===== src/rtl/operand_slot_selector_pkg.sv =====
// Shared definitions for the operand slot selector and its storage/search peers:
// FSM state encoding and the slot-index / slot-count width rules.
package operand_slot_selector_pkg;

  typedef enum logic [1:0] {
    IDLE  = 2'd0,
    SEEK  = 2'd1,
    FETCH = 2'd2,
    SHOW  = 2'd3
  } sel_state_t;

  // Width of a slot index for a store of n slots.
  function automatic int unsigned idx_bits(input int unsigned n);
    return (n <= 1) ? 1 : int'($clog2(n));
  endfunction

  // Width of a count/ordinal able to hold 0..n.
  function automatic int unsigned count_bits(input int unsigned n);
    return (n <= 1) ? 1 : int'($clog2(n + 1));
  endfunction

endpackage


===== src/rtl/operand_slot_selector_mask_popcount_upto.sv =====
// mask_popcount_upto: number of set mask bits at positions 0..idx inclusive.
// Gives the 1-based ordinal of slot idx among the matching slots.
module mask_popcount_upto
  import operand_slot_selector_pkg::*;
#(
  parameter int unsigned WIDTH      = 2,
  parameter int unsigned IDX_BITS   = idx_bits(WIDTH),
  parameter int unsigned COUNT_BITS = count_bits(WIDTH)
) (
  input  logic [WIDTH-1:0]      mask,
  input  logic [IDX_BITS-1:0]   idx,
  output logic [COUNT_BITS-1:0] count_c
);

  // Count set bits up to and including idx.
  always_comb begin
    count_c = '0;
    for (int unsigned i = 0; i < WIDTH; i++) begin
      if ((i <= 32'(idx)) && mask[i]) begin
        count_c = count_c + COUNT_BITS'(1);
      end
    end
  end

endmodule


===== src/rtl/operand_slot_selector.sv =====
// operand_slot_selector: walks the slots flagged by a match mask one at a time,
// fetches each from matrix storage over rd_req/rd_ack, and lets the user step
// (next), pick (confirm) or abort (cancel). The confirmed index is held on sel_idx.
// Optional build macro SEL_TIMEOUT_EN: abort a SHOW left idle for TIMEOUT_CYCLES.
module operand_slot_selector
  import operand_slot_selector_pkg::*;
#(
  parameter int unsigned MAX_STORE      = 2,
  parameter int unsigned IDX_BITS       = idx_bits(MAX_STORE),
  parameter int unsigned COUNT_BITS     = count_bits(MAX_STORE),
  parameter int unsigned TIMEOUT_CYCLES = 500000000
) (
  input  logic                  clk,
  input  logic                  rst,
  input  logic                  start,
  input  logic [MAX_STORE-1:0]  match_mask,
  input  logic                  next_pulse,
  input  logic                  confirm_pulse,
  input  logic                  cancel_pulse,
  output logic                  rd_req,
  output logic [IDX_BITS-1:0]   rd_slot,
  input  logic                  rd_ack,
  output logic                  busy,
  output logic                  show_valid,
  output logic [COUNT_BITS-1:0] sel_ordinal,
  output logic                  done,
  output logic [IDX_BITS-1:0]   sel_idx,
  output logic                  none_found,
  output logic                  aborted
);

  sel_state_t             state;
  logic [MAX_STORE-1:0]   mask_q;
  logic [IDX_BITS-1:0]    ptr;
  logic [IDX_BITS-1:0]    ptr_inc_c;
  logic [COUNT_BITS-1:0]  ordinal_c;
  logic                   tmr_hit_c;

  // Pointer advance with wrap from the last slot back to slot 0.
  always_comb begin
    ptr_inc_c = ptr + IDX_BITS'(1);
    if (ptr == IDX_BITS'(MAX_STORE - 1)) begin
      ptr_inc_c = '0;
    end
  end

  mask_popcount_upto #(
    .WIDTH      (MAX_STORE),
    .IDX_BITS   (IDX_BITS),
    .COUNT_BITS (COUNT_BITS)
  ) u_ordinal (
    .mask    (mask_q),
    .idx     (ptr),
    .count_c (ordinal_c)
  );

`ifdef SEL_TIMEOUT_EN
  localparam int unsigned TMR_BITS = (TIMEOUT_CYCLES <= 1) ? 1 : $clog2(TIMEOUT_CYCLES);

  logic [TMR_BITS-1:0] tmr;

  // Idle counter for SHOW; restarts on SHOW entry and on any user event.
  always_ff @(posedge clk) begin
    if (rst) begin
      tmr <= '0;
    end else if ((state != SHOW) || next_pulse || confirm_pulse || cancel_pulse) begin
      tmr <= '0;
    end else if (!tmr_hit_c) begin
      tmr <= tmr + TMR_BITS'(1);
    end
  end

  assign tmr_hit_c = (state == SHOW) && (tmr == TMR_BITS'(TIMEOUT_CYCLES - 1));
`else
  // No counter: SHOW waits indefinitely. The term keeps the parameter in the
  // interface so both builds instantiate identically; it is constant 0.
  assign tmr_hit_c = 1'b0 && (TIMEOUT_CYCLES != 0);
`endif

  // Session FSM with registered handshake, status and pulse outputs.
  always_ff @(posedge clk) begin
    if (rst) begin
      state       <= IDLE;
      mask_q      <= '0;
      ptr         <= '0;
      rd_req      <= 1'b0;
      rd_slot     <= '0;
      busy        <= 1'b0;
      show_valid  <= 1'b0;
      sel_ordinal <= '0;
      done        <= 1'b0;
      sel_idx     <= '0;
      none_found  <= 1'b0;
      aborted     <= 1'b0;
    end else begin
      done       <= 1'b0;
      none_found <= 1'b0;
      aborted    <= 1'b0;
      case (state)
        IDLE: begin
          if (start) begin
            if (match_mask == '0) begin
              none_found <= 1'b1;
            end else begin
              mask_q <= match_mask;
              ptr    <= '0;
              busy   <= 1'b1;
              state  <= SEEK;
            end
          end
        end
        SEEK: begin
          if (cancel_pulse) begin
            aborted <= 1'b1;
            busy    <= 1'b0;
            state   <= IDLE;
          end else if (mask_q[ptr]) begin
            rd_slot <= ptr;
            rd_req  <= 1'b1;
            state   <= FETCH;
          end else begin
            ptr <= ptr_inc_c;
          end
        end
        FETCH: begin
          if (cancel_pulse) begin
            aborted <= 1'b1;
            rd_req  <= 1'b0;
            busy    <= 1'b0;
            state   <= IDLE;
          end else if (rd_ack) begin
            rd_req      <= 1'b0;
            show_valid  <= 1'b1;
            sel_ordinal <= ordinal_c;
            state       <= SHOW;
          end
        end
        SHOW: begin
          if (cancel_pulse || tmr_hit_c) begin
            aborted    <= 1'b1;
            show_valid <= 1'b0;
            busy       <= 1'b0;
            state      <= IDLE;
          end else if (confirm_pulse) begin
            sel_idx    <= ptr;
            done       <= 1'b1;
            show_valid <= 1'b0;
            busy       <= 1'b0;
            state      <= IDLE;
          end else if (next_pulse) begin
            ptr        <= ptr_inc_c;
            show_valid <= 1'b0;
            state      <= SEEK;
          end
        end
        default: begin
          rd_req     <= 1'b0;
          show_valid <= 1'b0;
          busy       <= 1'b0;
          state      <= IDLE;
        end
      endcase
    end
  end

endmodule


===== config.mk =====
export PLATFORM = sky130hd
export DESIGN_NAME = operand_slot_selector
export DESIGN_NICKNAME = d
export VERILOG_FILES = /design/src/rtl/operand_slot_selector_pkg.sv /design/src/rtl/operand_slot_selector_mask_popcount_upto.sv /design/src/rtl/operand_slot_selector.sv
export SDC_FILE = /design/constraint.sdc
export NUM_CORES = 1
export LEC_CHECK = 0
export ABC_AREA = 0
export ABC_CLOCK_PERIOD_IN_PS = 3600
export CAP_MARGIN = 20
export CORE_MARGIN = 4
export CORE_UTILIZATION = 50
export CTS_CLUSTER_SIZE = 40
export DETAILED_ROUTE_END_ITERATION = 7
export HOLD_SLACK_MARGIN = 0.08
export MAX_ROUTING_LAYER = met4
export PLACE_DENSITY = 0.87
export SETUP_SLACK_MARGIN = 0.3
export SKIP_CTS_REPAIR_TIMING = 1
export SLEW_MARGIN = 0
export SYNTH_ARGS = -nofsm -noshare
export SYNTH_HDL_FRONTEND = slang
export SYNTH_HIERARCHICAL = 1
export SYNTH_SLANG_ARGS = --single-unit
export TNS_END_PERCENT = 30

===== constraint.sdc =====
create_clock -name clk -period 3.6 [get_ports clk]
set_input_delay 0.72 -clock clk [delete_from_list [all_inputs] [get_ports clk]]
set_output_delay 0.72 -clock clk [all_outputs]
set_load 0.01 [all_outputs]

Word-level counts from Yosys, hierarchy flattened
Cells that the tools add are included.
Widths: inputs -> output; s select.
{"block": "word_totals", "register_bits": 15, "input_bits": 9, "wordCells": 103}
{"block": "op_classes", "add_sub_neg": 2, "magnitude_cmp": 2, "n_eq_ne": 18, "mux": 43, "bitwise": 6, "n_reduce_logical": 20}
{"cell": "$mux 1", "n": 28}
{"cell": "$mux 2", "n": 10}
{"cell": "$ne 2x2->1 const B", "n": 10}
{"cell": "$reduce_and 3->1", "n": 4}
{"cell": "$reduce_and 4->1", "n": 3}
{"cell": "$ne 3x3->1 const B", "n": 3}
{"cell": "$reduce_or 3->1", "n": 3}
{"cell": "$pmux 2 s4", "n": 1}
{"cell": "$reduce_and 8->1", "n": 1}
{"cell": "$not 1->1", "n": 6}
{"cell": "$pmux 1 s3", "n": 2}
{"cell": "$reduce_and 5->1", "n": 1}
{"cell": "$eq 2x2->1 const B", "n": 2}
{"cell": "$logic_not 2->1", "n": 2}
{"cell": "$ne 4x4->1 const B", "n": 1}
{"cell": "$pmux 1 s2", "n": 2}
{"cell": "$reduce_bool 2->1", "n": 2}
{"cell": "$reduce_or 2->1", "n": 2}
{"cell": "$reduce_bool 3->1", "n": 1}
{"cell": "$add 2x1->2 const B", "n": 1}
{"cell": "$eq 2x1->1 const B", "n": 1}
{"cell": "$lt 1x2->1 const B", "n": 1}
{"cell": "$ne 2x1->1 const B", "n": 1}
{"cell": "$add 1x1->1 const B", "n": 1}
{"cell": "2 further kinds", "n": 2}

Logic depth before layout (Yosys ltp)
{"block": "depth", "word_depth": 6, "ltp_mapped": 6, "mapped_depth_nobuf": 6}

Cells and area by module
The synthesis kept the hierarchy.
{"module": "operand_slot_selector", "n_inst": 1, "cells_each": 97, "area_each_um2": 840.8}
{"module": "mask_popcount_upto", "n_inst": 1, "cells_each": 2, "area_each_um2": 18.8}

Least setup slack after synthesis
Ideal clock, no wire load.
{"block": "synth_timing", "path_type": "register -> register", "start": "register state[0]", "end": "register state[0]", "setup_time_ns": 0.123, "arrival_time_ns": 1.357, "required_ns": 3.477, "setup_slack_ns": 2.120, "path_stages_with_launch": 7, "n_path_buf": 0, "period_less_slack_ns": 1.480, "cell_sequence": "dfxtp_1 -> inv_1 -> ha_1 -> nor2b_1 -> o21ba_2 -> nor4_1 -> nor3_1"}
{"block": "synth_between", "elab_chain_cells": 3, "word_cells_on_any_way": 11, "cone_classes": "eq/ne (8); mux (1); reduce/logical (2)"}
{"item": "from (decl)", "line": "operand_slot_selector.sv:32", "text": "sel_state_t state;"}
{"item": "from (signal assigned)", "line": "operand_slot_selector.sv:83", "text": "state <= IDLE;"}
{"item": "from (signal assigned)", "line": "operand_slot_selector.sv:108", "text": "state <= SEEK;"}
{"item": "from (signal assigned)", "line": "operand_slot_selector.sv:116", "text": "state <= IDLE;"}
{"item": "$eq 2x2->1, or another cell as far along", "line": "operand_slot_selector.sv:99", "text": "case (state)"}
{"item": "$ne 4x4->1 (no source line), or another cell as far along"}
{"item": "$reduce_and 5->1 (no source line)"}
Several ways; a longest one is shown, not always the timed one.
A chain may end at the register's enable or synchronous reset.

Final worst setup path
{"block": "layout_timing", "start": "input cancel_pulse", "end": "register state[0]"}
{"block": "layout_between", "elab_chain_cells": 2, "word_cells_on_any_way": 8, "cone_classes": "eq/ne (3); mux (4); reduce/logical (1)"}
{"item": "from (decl)", "line": "operand_slot_selector.sv:19", "text": "input logic cancel_pulse,"}
{"item": "$ne 4x4->1 (no source line), or another cell as far along"}
{"item": "$reduce_and 5->1 (no source line) or $pmux 2 s4 (tied branches)"}
Several ways; a longest one is shown, not always the timed one.

==> summary.txt <==
Placeable Area = 1560 µm²
Rel. slew slack = 0.617
YS warnings = 6
NumNets Final = 137
Die height = 49.5 µm
Min-Delay Path Class = register to register
Diode count = 0
Grt ovf = 0
Reg clk slew, reported paths = 0.08 ns
Crit path DAT = 2.11 ns
CP endpoint kind = register
FF-to-FF path depth = 6
Initial antenna violation count = 0
Die area = 2450 µm²
Setup violators final = 0
Fin area = 1080 µm²
Row count = 14
Worst path required time = 3.74 ns
Mean Syn Cell Area = 8.68 µm²
Commonest non-fill, non-tap cell in the layout = clkdlybuf4s50_1
Number of synthesized flops with an enable pin = 0
FMAX = 509 MHz
CTS Buf Count = 3
Htree depth = 1
HPWL Detailed = 1350 µm
Worst hold stages = 2
CP startpoint kind = primary input
Layout area overhead = 25.5%
Status = finished, final reports clean
Post-Layout Cell Count = 135
Yosys cell types = 31
Clock Sinks = 15
Routed Antenna Nets = 0
Top cells by area, synth = dfxtp_1 (35%), ha_1 (12%), a21oi_1 (5.2%)
Global-route wire length before repair = 3260 µm
Port Buffer Count = 18
Sequential area share after synthesis = 0.349
DRT Pass-1 Iters = 5
Slew @ Worst Pin = 0.573 ns
CP Class = primary input to register
Clk_lat worst skew = 0.29 ns
CP max FO = 16
Leading area contributor after synthesis = dfxtp_1
Cell area after placement = 1050 µm²
WL/cell = 13.1 µm
Worst hold margin = 0.501 ns
Largest net degree at the start of global routing = 17
RSZ-0062 raised after global routing = false
Ys async rst share = 0
CTS tree = yes
Setup_tns = 0 ns
Final Hold Viols = 0
Mapped Area = 860 µm²
Chip Width = 49.5 µm
P_leak = 0.440 nW
Share of layout cells above drive strength 1 = 0.0588
Drt total wl = 1770 µm
Clock skew = 0.0153 ns
VDD IR max = 0.254 mV
All-Layer GR Usage = 0.168
DRC violations left = 0
Max Cap Viol = 0
Initial Util = 0.551
Synth top area share = 0.349
Fillers = 118
Final min period = 1.96 ns
# IOs = 19
RePlAce Congestion = 0.873
Clock Root Buffer = clkbuf_4
Bufs on Longest Clock Path = 2
Synth Instances = 99
Inst Count DP = 131
Vias in the first global route = 732
Period utilization = 0.546
Routed vias/inst = 5.86
First DRT Iteration DRCs = 32
Post-Synthesis Net Count = 116
Top FF cell, synth = dfxtp_1
Yosys reg bits = 15
Slew Limit Fails = 0
Pwr dens = 356 nW/µm²
Most frequent cells in the layout = clkdlybuf4s50_1 (18), dfxtp_1 (15), a21oi_1 (9)
Vias = 791
==> report_power, final <==
part / total [mW] / switching, mW / internal, mW
combinational: 0.101 / 0.0510 / 0.0500
clock: 0.0961 / 0.0548 / 0.0412
sequential: 0.187 / 0.0107 / 0.176
==> worst max-delay path, stage by stage <==
cell and delay, ns:
clkdlybuf4s50_1 0.75, nand2b_1 0.21, o2bb2ai_1 0.10, nor4_1 0.25
nor3_1 0.07
==> cell type report <==
class	count	area [µm²]	area share
clock inverter	1	5.00	0.00464
multi-input combinational	76	528	0.490
tap	16	20.0	0.0186
clock buffer	3	22.5	0.0209
sequential	15	300	0.278
timing repair buffer	18	180	0.167
inverter	6	22.5	0.0209
==> sequential cells by signal (all words and copies together) (netlist names) <==
name,flops
state,2
mask_q,2
rd_req,1
done,1
sel_ordinal,2
busy,1
rd_slot,1
ptr,1
show_valid,1
aborted,1
none_found,1
sel_idx,1
==> cells in the mapped netlist, types with 2 or more instances <==
cell type,count
nor4_1,2
mux2i_1,4
nand3_1,3
a21oi_1,9
o21ai_0,5
nand2_1,6
nand2b_1,3
dfxtp_1,15
nor2b_1,3
nor3b_1,2
ha_1,8
nand3b_1,3
nor2_1,8
inv_1,6
and2_1,2
a21o_1,2
nor3_1,4
==> through the flow <==
| stage | worst slack, ns | power, mW | util |
|---|---|---|---|
| after global placement | 1.41 | 0.287 | 0.674 |
| after floorplan | 2.12 | 0.255 | - |
| after global routing | 1.51 | 0.413 | 0.692 |
| after CTS | 1.64 | 0.387 | 0.692 |
| final | 1.64 | 0.384 | 0.692 |
| after detailed placement | 1.35 | 0.290 | 0.674 |
==> routing by layer <==
metal	GRT usage	vias up	wire, µm
met1	0.226	364	818
met2	0.254	28	832
met4	0.0276	0	8
li1	-	395	-
met5	-	-	0
met3	0.0482	4	110
==> logic make-up (layout without fill, tap and decap cells) <==
| kind of cell | Yosys count | after routing | share of synthesized area |
|---|---|---|---|
| multiplexers | 5 | 5 | 0.0640 |
| flip-flops | 15 | 15 | 0.349 |
| AO/OA/AOI/OAI | 24 | 24 | 0.188 |
| buffers and inverters | 8 | 28 | 0.0364 |
| AND/OR/NAND/NOR | 39 | 39 | 0.246 |
| adder cells (fa/ha/maj) | 8 | 8 | 0.116 |
==> final timing paths <==
kind	from	endpoint	slack [ns]
setup / recovery	cancel_pulse	state[0]$_SDFFE_PP0P_	1.64
hold / removal	busy$_SDFFE_PP0P_	busy$_SDFFE_PP0P_	0.50
hold reg to reg	busy$_SDFFE_PP0P_	busy$_SDFFE_PP0P_	0.50
setup reg to reg	state[0]$_SDFFE_PP0P_	state[0]$_SDFFE_PP0P_	1.88
Note: power is estimated with default switching activity, not from simulation.
